[src/rtl/counter_bank_pkg.sv]
// Shared types and helpers for the counter_bank block.
// Latency: n/a (types and functions only).
// Backpressure: n/a.
//
// mode_e     : per-channel boundary behaviour (wrap around or saturate).
// chan_cfg_t : one configuration write (modulus + mode). The limit field is
//              sized for the widest supported channel (Width <= 31); each
//              channel validates the full field and keeps only Width+1 bits.
// limit_ok   : a modulus is legal when 1 <= limit <= 2**width.
package counter_bank_pkg;

    typedef enum logic {
        ModeWrap = 1'b0,
        ModeSat  = 1'b1
    } mode_e;

    localparam int CfgLimitW = 32;

    typedef struct packed {
        logic [CfgLimitW-1:0] limit;
        mode_e                mode;
    } chan_cfg_t;

    function automatic logic limit_ok(input logic [CfgLimitW-1:0] limit,
                                      input int unsigned          width);
        return (limit != '0) && ({32'd0, limit} <= (64'd1 << width));
    endfunction

endpackage

[src/rtl/counter_channel.sv]
// Single modulo counter: runtime limit/mode, registered value, event pulse, sticky flag.
// Latency: request in cycle n updates value_o/wrap_o at the edge ending n; will_wrap_o is combinational.
// Backpressure: none; every request is accepted every cycle.
//
// Ports: clk_i, rst_i (sync, active-high); inc_i/dec_i/clr_i requests;
// cfg_we_i + cfg_i configuration write; sticky_clr_i; value_o, will_wrap_o,
// wrap_o, sticky_o. Optional feature macro: COUNTER_BANK_STICKY_EN.
module counter_channel
    import counter_bank_pkg::*;
#(
    parameter int Width        = 8,
    parameter int DefaultLimit = 16
) (
    input  logic             clk_i,
    input  logic             rst_i,
    input  logic             inc_i,
    input  logic             dec_i,
    input  logic             clr_i,
    input  logic             cfg_we_i,
    input  chan_cfg_t        cfg_i,
    input  logic             sticky_clr_i,
    output logic [Width-1:0] value_o,
    output logic             will_wrap_o,
    output logic             wrap_o,
    output logic             sticky_o
);

    localparam int LimitW = Width + 1;

    logic [LimitW-1:0] limit_q;
    mode_e             mode_q;
    logic [Width-1:0]  value_q;
    logic [Width-1:0]  value_d;
    logic              wrap_q;

    logic              cfg_ok;
    logic              step_up;
    logic              step_dn;
    logic              at_top;
    logic              at_zero;
    logic              evt;
    logic [LimitW-1:0] top;

    // An illegal modulus discards the whole write, so the requests of that
    // cycle proceed as if no write happened.
    assign cfg_ok  = cfg_we_i && limit_ok(cfg_i.limit, Width);

    // Limit compare runs in Width+1 bits so M = 2**Width needs no overflow case.
    assign top     = limit_q - LimitW'(1);
    assign at_top  = ({1'b0, value_q} == top);
    assign at_zero = (value_q == '0);

    // inc & dec together cancel; clr and a valid config write override both.
    assign step_up = inc_i && !dec_i && !clr_i && !cfg_ok;
    assign step_dn = dec_i && !inc_i && !clr_i && !cfg_ok;

    // A step into a boundary is an event in both modes (wrap or blocked).
    assign evt         = (step_up && at_top) || (step_dn && at_zero);
    assign will_wrap_o = evt;

    always_comb begin
        value_d = value_q;
        if (cfg_ok || clr_i) begin
            value_d = '0;
        end else if (step_up) begin
            if (!at_top) begin
                value_d = value_q + Width'(1);
            end else if (mode_q == ModeWrap) begin
                value_d = '0;
            end
        end else if (step_dn) begin
            if (!at_zero) begin
                value_d = value_q - Width'(1);
            end else if (mode_q == ModeWrap) begin
                value_d = top[Width-1:0];
            end
        end
    end

    always_ff @(posedge clk_i) begin
        if (rst_i) begin
            limit_q <= LimitW'(DefaultLimit);
            mode_q  <= ModeWrap;
            value_q <= '0;
            wrap_q  <= 1'b0;
        end else begin
            value_q <= value_d;
            wrap_q  <= evt;
            if (cfg_ok) begin
                limit_q <= cfg_i.limit[LimitW-1:0];
                mode_q  <= cfg_i.mode;
            end
        end
    end

    assign value_o = value_q;
    assign wrap_o  = wrap_q;

`ifdef COUNTER_BANK_STICKY_EN
    logic sticky_q;

    // Set wins over a same-cycle clear so no event is ever lost.
    always_ff @(posedge clk_i) begin
        if (rst_i) begin
            sticky_q <= 1'b0;
        end else if (evt) begin
            sticky_q <= 1'b1;
        end else if (sticky_clr_i) begin
            sticky_q <= 1'b0;
        end
    end

    assign sticky_o = sticky_q;
`else
    logic sticky_clr_unused;

    assign sticky_clr_unused = sticky_clr_i;
    assign sticky_o          = 1'b0;
`endif

endmodule

[src/rtl/counter_bank.sv]
// Bank of NumChannels independent modulo counters sharing one configuration port.
// Latency: value_o/wrap_o/sticky_o registered (1 cycle); will_wrap_o combinational.
// Backpressure: none; requests and config writes are accepted every cycle.
//
// Ports: clk_i, rst_i (sync, active-high); inc_i/dec_i/clr_i/sticky_clr_i per
// channel; cfg_we_i/cfg_sel_i/cfg_limit_i/cfg_mode_i shared config write;
// value_o (channel k at [k*Width +: Width]), will_wrap_o, wrap_o, sticky_o.
// Optional feature macro: COUNTER_BANK_STICKY_EN (sticky flags; tied 0 otherwise).
module counter_bank
    import counter_bank_pkg::*;
#(
    parameter  int NumChannels  = 4,
    parameter  int Width        = 8,
    parameter  int DefaultLimit = 16,
    localparam int SelW         = (NumChannels > 1) ? $clog2(NumChannels) : 1
) (
    input  logic                         clk_i,
    input  logic                         rst_i,
    input  logic [NumChannels-1:0]       inc_i,
    input  logic [NumChannels-1:0]       dec_i,
    input  logic [NumChannels-1:0]       clr_i,
    input  logic                         cfg_we_i,
    input  logic [SelW-1:0]              cfg_sel_i,
    input  logic [Width:0]               cfg_limit_i,
    input  mode_e                        cfg_mode_i,
    input  logic [NumChannels-1:0]       sticky_clr_i,
    output logic [NumChannels*Width-1:0] value_o,
    output logic [NumChannels-1:0]       will_wrap_o,
    output logic [NumChannels-1:0]       wrap_o,
    output logic [NumChannels-1:0]       sticky_o
);

    chan_cfg_t cfg;

    assign cfg.limit = CfgLimitW'(cfg_limit_i);
    assign cfg.mode  = cfg_mode_i;

    for (genvar k = 0; k < NumChannels; k++) begin : g_chan
        logic cfg_hit;

        // A select beyond the last channel matches no channel and is dropped.
        assign cfg_hit = cfg_we_i && (cfg_sel_i == SelW'(k));

        counter_channel #(
            .Width        (Width),
            .DefaultLimit (DefaultLimit)
        ) u_chan (
            .clk_i        (clk_i),
            .rst_i        (rst_i),
            .inc_i        (inc_i[k]),
            .dec_i        (dec_i[k]),
            .clr_i        (clr_i[k]),
            .cfg_we_i     (cfg_hit),
            .cfg_i        (cfg),
            .sticky_clr_i (sticky_clr_i[k]),
            .value_o      (value_o[k*Width +: Width]),
            .will_wrap_o  (will_wrap_o[k]),
            .wrap_o       (wrap_o[k]),
            .sticky_o     (sticky_o[k])
        );
    end

endmodule
[config.mk]
export PLATFORM = sky130hd
export DESIGN_NAME = counter_bank
export DESIGN_NICKNAME = d
export VERILOG_FILES = /design/src/rtl/counter_bank_pkg.sv /design/src/rtl/counter_channel.sv /design/src/rtl/counter_bank.sv
export SDC_FILE = /design/constraint.sdc
export NUM_CORES = 1
export LEC_CHECK = 0
export ABC_AREA = 1
export BUFFER_PORTS_ARGS = -buffer_cell sky130_fd_sc_hd__buf_2
export CORE_MARGIN = 8
export CORE_UTILIZATION = 47
export CTS_BUF_LIST = sky130_fd_sc_hd__clkbuf_16
export DETAILED_ROUTE_END_ITERATION = 10
export PLACE_DENSITY = 0.76
export SLEW_MARGIN = 40
export SYNTH_ARGS = -nofsm -noshare
export SYNTH_HDL_FRONTEND = slang
export SYNTH_HIERARCHICAL = 1
export SYNTH_SLANG_ARGS = --single-unit
[constraint.sdc]
create_clock -name clk_i -period 2.2 [get_ports clk_i]
set_clock_uncertainty 0.15 [all_clocks]
set_input_delay 0.11 -clock clk_i [delete_from_list [all_inputs] [get_ports clk_i]]
set_output_delay 0.11 -clock clk_i [all_outputs]
set_load 0.01 [all_outputs]
# After elaboration in Yosys (flattened, before gate mapping)
# Cells that the tools add are included.
# classes
n_mux	24
order_cmp	1
add_sub_neg	12
n_reduce_logical	83
n_eq_ne	15
# op_table
op	n
$mux 8	24
$logic_and 1x1->1	41
$eq 8x9->1	4
$sub 9x1->9 const B	4
$add 8x1->8 const B	4
$logic_not 8->1	4
$reduce_bool 32->1	1
$sub 8x1->8 const B	4
$ne 3x3->1 const B	8
$logic_not 1->1	16
$reduce_and 3->1	4
$le 9x9->1 const B	1
$logic_or 1x1->1	8
$reduce_bool 2->1	4
$reduce_or 2->1	4
$eq 2x2->1 const B	2
$eq 2x1->1 const B	1
$logic_not 2->1	1
# word_totals
out_inout_bits	44
reg_bits	76
wordCells	151
input_bits	31

# Longest topological paths before layout
# depth
ltp_word	7
ltp_mapped	17
depth_no_buf	16

# Hierarchy
# Netlist, hierarchy kept.
# modules_own_cells
mod	seq_area_each_um2	cells_each	area_per_inst_um2	instances
counter_channel	380.4	315	1826.8	4
counter_bank	0.0	9	33.8	1

# Worst setup path before layout
# OpenSTA, ideal clock, no wires.
# synth_timing
path_type	reg-to-reg
startpoint	register g_chan[0].u_chan.limit_q[0]
endpoint	register g_chan[0].u_chan.value_q[7]
path_buffers	1
synth_period_minus_slack_ns	2.089
stages_incl_launch_ff	18
arrival_ns	1.826
setup_time_ns	0.113
required_ns	1.937
slack_ns	0.111
cell_sequence	dfxtp_1 > inv_2 > ha_1 > inv_1 > nand2_1 > nand2_1 > nand2_1 > nor2_1 > nand3_1 > nor2_2 > nand2_1 > nor2_2 > nand3_2 > nand2_4 > buf_12 > nand2_1 > nand2_1 > nor2_1
# synth_via
elab_chain_cells	5
elab_cells_between_ends	9
classes_between	add/sub (1); eq/ne (2); mux (5); reduce/logical (1)
# synth_rtl
element	line_no	rtl
from (decl)	counter_channel.sv:30	logic [LimitW-1:0] limit_q;
from (signal assigned)	counter_channel.sv:82	limit_q <= LimitW'(DefaultLimit);
from (signal assigned)	counter_channel.sv:90	limit_q <= cfg_i.limit[LimitW-1:0];
$sub 9x1->9 *	counter_channel.sv:49	assign top = limit_q - LimitW'(1);
branches (longest 4 deep; another with $eq 8x9->1)	--	
to (signal assigned)	counter_channel.sv:87	value_q <= value_d;
to (decl)	counter_channel.sv:32	logic [Width-1:0] value_q;
# Every way passes the cells marked *. The select of a mux whose other input is x is not followed.
# A chain may end at the register's enable or synchronous reset.

# Final worst setup path
# layout_timing
startpoint	register g_chan[0].u_chan.limit_q[0]
endpoint	output will_wrap_o[0]
# layout_via
elab_chain_cells	4
# layout_rtl
element	line_no	rtl
$sub 9x1->9	counter_channel.sv:49	
$eq 8x9->1	counter_channel.sv:50	assign at_top = ({1'b0, value_q} == top);
$logic_and 1x1->1	counter_channel.sv:58	assign evt = (step_up && at_top) || (step_dn && at_zero);
$logic_or 1x1->1	counter_channel.sv:58	
to (decl)	counter_bank.sv:28	output logic [NumChannels-1:0] will_wrap_o,
# Every way passes these cells.

==> results.sh <==
export IMPL_start_util=0.4811
export IMPL_placement_io_buffers=66
export IMPL_cts_max_path_buffers=2
export IMPL_track_usage=0.2165
export IMPL_worstSetupStartpointType="register"
export IMPL_hpwl_mm=15.01
export IMPL_vias_per_cell=4.943
export IMPL_grt_max_degree=17
export IMPL_first_global_vias=8088
export IMPL_dieArea_um2=19870
export IMPL_multiInputGateArea_um2=6629
export IMPL_hold_path_class="in2reg"
export IMPL_yosysSeqAreaShare=0.2073
export IMPL_hold_path_depth=3
export IMPL_antennaDiodeCount=0
export IMPL_setup_violations=15
export IMPL_reg2regPathDepth=19
export IMPL_antenna_left=0
export IMPL_first_iter_violations=647
export IMPL_wl_met2_mm=11.75
export IMPL_p_per_area_nw_per_um2=389.2
export IMPL_fin_area_um2=10560
export IMPL_setup_slack_ps=-154.7
export IMPL_drcViolationCount=0
export IMPL_cts_num_sinks=76
export IMPL_slew_viol_final=0
export IMPL_cpMostUsedCell="nand2_2"
export IMPL_ys_types=28
export IMPL_cpPeakStageDelay_ps=320
export IMPL_path_cells="inv_2, ha_4, buf_6, nand3_2, nand2_2, nand2_1, nand2_2, nand2_2, nor2_4, nand2_2, nor2_4, buf_6, nand2_4, nand2_2, buf_6"
export IMPL_worstHoldStart="cfg_limit_i[8]"
export IMPL_highest_layer="met4"
export IMPL_maxCapViolations=0
export IMPL_seqCellArea_um2=1541
export IMPL_worstPathRequired_ps=1940
export IMPL_power_total_mw=4.111
export IMPL_cts_buffers=9
export IMPL_power_leakage_nw=5.288
export IMPL_post_route_min_period_ps=2355
export IMPL_min_period_over_period=1.070
export IMPL_dp_cells=1735
export IMPL_outcome="finished, violations left"
export IMPL_clock_fmax_mhz=424.7
export IMPL_fillers=1302
export IMPL_rsz0062_at_grt="true"
export IMPL_firstDrtPassIters=5
export IMPL_syn_avg_cell_area_um2=5.785
export IMPL_ios=75
export IMPL_coreArea_um2=15260
export IMPL_htreeDepth=3
export IMPL_vias=9001
export IMPL_slew_headroom=0.5967
export IMPL_synthToLayoutAreaGrowth_pct=43.87
export IMPL_worstSetupPathType="reg2out"
export IMPL_worstPathMaxFanout=4
export IMPL_root_buffer="clkbuf_16"
export IMPL_antenna_found_initial=0
export IMPL_synth_warnings=6
export IMPL_wl_met3_mm=1.383
export IMPL_clock_latency_ps=350
export IMPL_gp_congestion=0.9164
export IMPL_synthTopCellsByCount="358 x nand2_1, 228 x nor2_1, 116 x nand3_1, 110 x inv_1, 76 x dfxtp_1"
export IMPL_finalHoldViolCount=0
export IMPL_syn_area_um2=7341
export IMPL_ys_flop_type="dfxtp_1"
export IMPL_ys_ff_latch=76
export IMPL_crit_arrival_ps=2090
export IMPL_hold_path_end="g_chan[1].u_chan/limit_q[8]"
export IMPL_fin_tns_setup_ps=-917.5
export IMPL_yosys_area_top_type="dfxtp_1"
export IMPL_end_kind="primary output"
export IMPL_nets=1652
export IMPL_cts_tree="done"
export IMPL_synth_async_reset_ratio=0
export IMPL_failed_checks="setup timing"
export IMPL_yosysTopAreaCellShare=0.2073
export IMPL_path_clk_slew_ps=60
export IMPL_die_h_um=141.0
export IMPL_rrSetupSlack_ps=-100
export IMPL_wl_per_cell_um=12.78
export IMPL_grt_overflow_total=0
export IMPL_cp_slowest_cell="dfxtp_2"
export IMPL_synth_most_common_cell="nand2_1"
export IMPL_r2r_start="g_chan[0].u_chan/limit_q[0]"
export IMPL_placed_area_um2=8767
export IMPL_stdcell_count=1821
export IMPL_synth_edf_count=0
export IMPL_postSynthCellCount=1269
export IMPL_num_rows=45
export IMPL_holdWs_ps=14.94
export IMPL_die_w_um=141.0
export IMPL_wl_met1_mm=9.544
export IMPL_drt_wl_total_mm=23.27
export IMPL_vdd_ir_drop_max_mv=0.3933
export IMPL_worst_pin_slew_ps=602.7
export IMPL_grt_pass1_wl_mm=36.45
export IMPL_r2r_end="g_chan[0].u_chan/value_o[5]"
export IMPL_drive_gt1_frac=0.2739
export IMPL_netlist_top_cells_area="dfxtp_1 21%, nand2_1 18%, nor2_1 12%"
==> worst max path at each step <==
stage,start,to,cells after the start
6_report,g_chan[0].u_chan/limit_q[0],will_wrap_o[0],15
4_1_cts,g_chan[0].u_chan/limit_q[1],will_wrap_o[0],15
2_1_floorplan,g_chan[0].u_chan/limit_q[0],g_chan[0].u_chan/value_o[7],17
3_3_place_gp,g_chan[2].u_chan/limit_q[0],g_chan[2].u_chan/value_o[6],16
3_5_place_dp,g_chan[0].u_chan/limit_q[0],g_chan[0].u_chan/value_o[6],16
5_1_grt,g_chan[0].u_chan/limit_q[0],g_chan[0].u_chan/value_o[5],19
==> layout by cell type (no fill, tap or decap), types with 2 or more instances in the layout <==
master / n
nand2_1: 291
nor2_1: 213
conb_1: 160
inv_1: 96
buf_4: 95
nand3_1: 82
buf_2: 65
nand2_2: 63
dfxtp_1: 60
xor2_1: 52
o21ai_0: 51
nand4_1: 40
nor2_2: 37
a21oi_1: 34
nor2_4: 30
nor3_1: 27
inv_2: 22
nand3_2: 22
o211ai_1: 20
buf_6: 19
nand2_4: 18
nand3_4: 16
dfxtp_2: 16
ha_1: 12
dlygate4sd3_1: 11
clkbuf_16: 9
nor4_1: 8
nand3b_1: 8
o21ai_4: 6
o21ai_2: 6
nand2_8: 5
ha_4: 4
clkinv_1: 3
clkinv_2: 2
bufinv_16: 2
a21oi_2: 2
==> logic make-up after synthesis <==
kind of cell             Yosys count  share of synthesized area
AND/OR/NAND/NOR                  858                     0.5185
buffers and inverters            142                    0.08556
AO/OA/AOI/OAI                    120                    0.09681
flip-flops                        76                     0.2073
XOR/XNOR                          52                    0.06204
adder cells (fa/ha/maj)           16                    0.02727
other                              5                   0.002557
==> metrics by stage <==
stage                     worst slack (ps)    util
after floorplan                      111.2       -
after global placement               8.117  0.5746
after detailed placement            -35.38  0.5746
after CTS                           -175.5  0.6506
after global routing                -256.1  0.6922
final                               -154.7  0.6922
==> repair_timing <==
item                                    CTS  global route
endpoints found under the hold margin    11             0
buffers inserted                         65            20
hold buffers                             11             0
endpoints found under the setup margin   36            38
pin swaps                                73            88
resized for setup                       103           141
gates cloned                              1             2
==> per-layer routing <==
layer | global-route usage | up-vias
met1 | 0.2569 | 4047
met4 | 0.08088 | 0
li1 | - | 4620
met5 | 0 | -
met2 | 0.3790 | 277
met3 | 0.04153 | 57
==> layout make-up <==
type	instances	share of cell area
multi-input cells	1209	0.6276
well taps	211	0.02500
clock inverters	7	0.007700
repair buffers	191	0.1304
clock buffers	9	0.02132
flip-flops and latches	76	0.1460
inverters	118	0.04194
==> registers in the layout, indices dropped and copies added, names as in the netlist <==
signal                 cells
g_chan.u_chan/wrap_o       4
g_chan.u_chan/mode_q       4
g_chan.u_chan/value_o     32
g_chan.u_chan/limit_q     36
==> critical path: cells and delay by family, from the launching register on <==
family | cells | cell delay (ps)
DFF | 1 | 320
and+or+nand+nor | 10 | 840
adders and majority gates | 1 | 170
buffers and inverters | 4 | 410
==> power breakdown <==
group / switching [mW] / leakage, nW / internal (mW)
Combinational: 0.681 / 4.51 / 0.395
Sequential: 0.0362 / 0.623 / 1.40
Clock: 0.618 / 0.152 / 0.978
Total: 1.33 / 5.29 / 2.78
(Power assumes the default switching activity.)
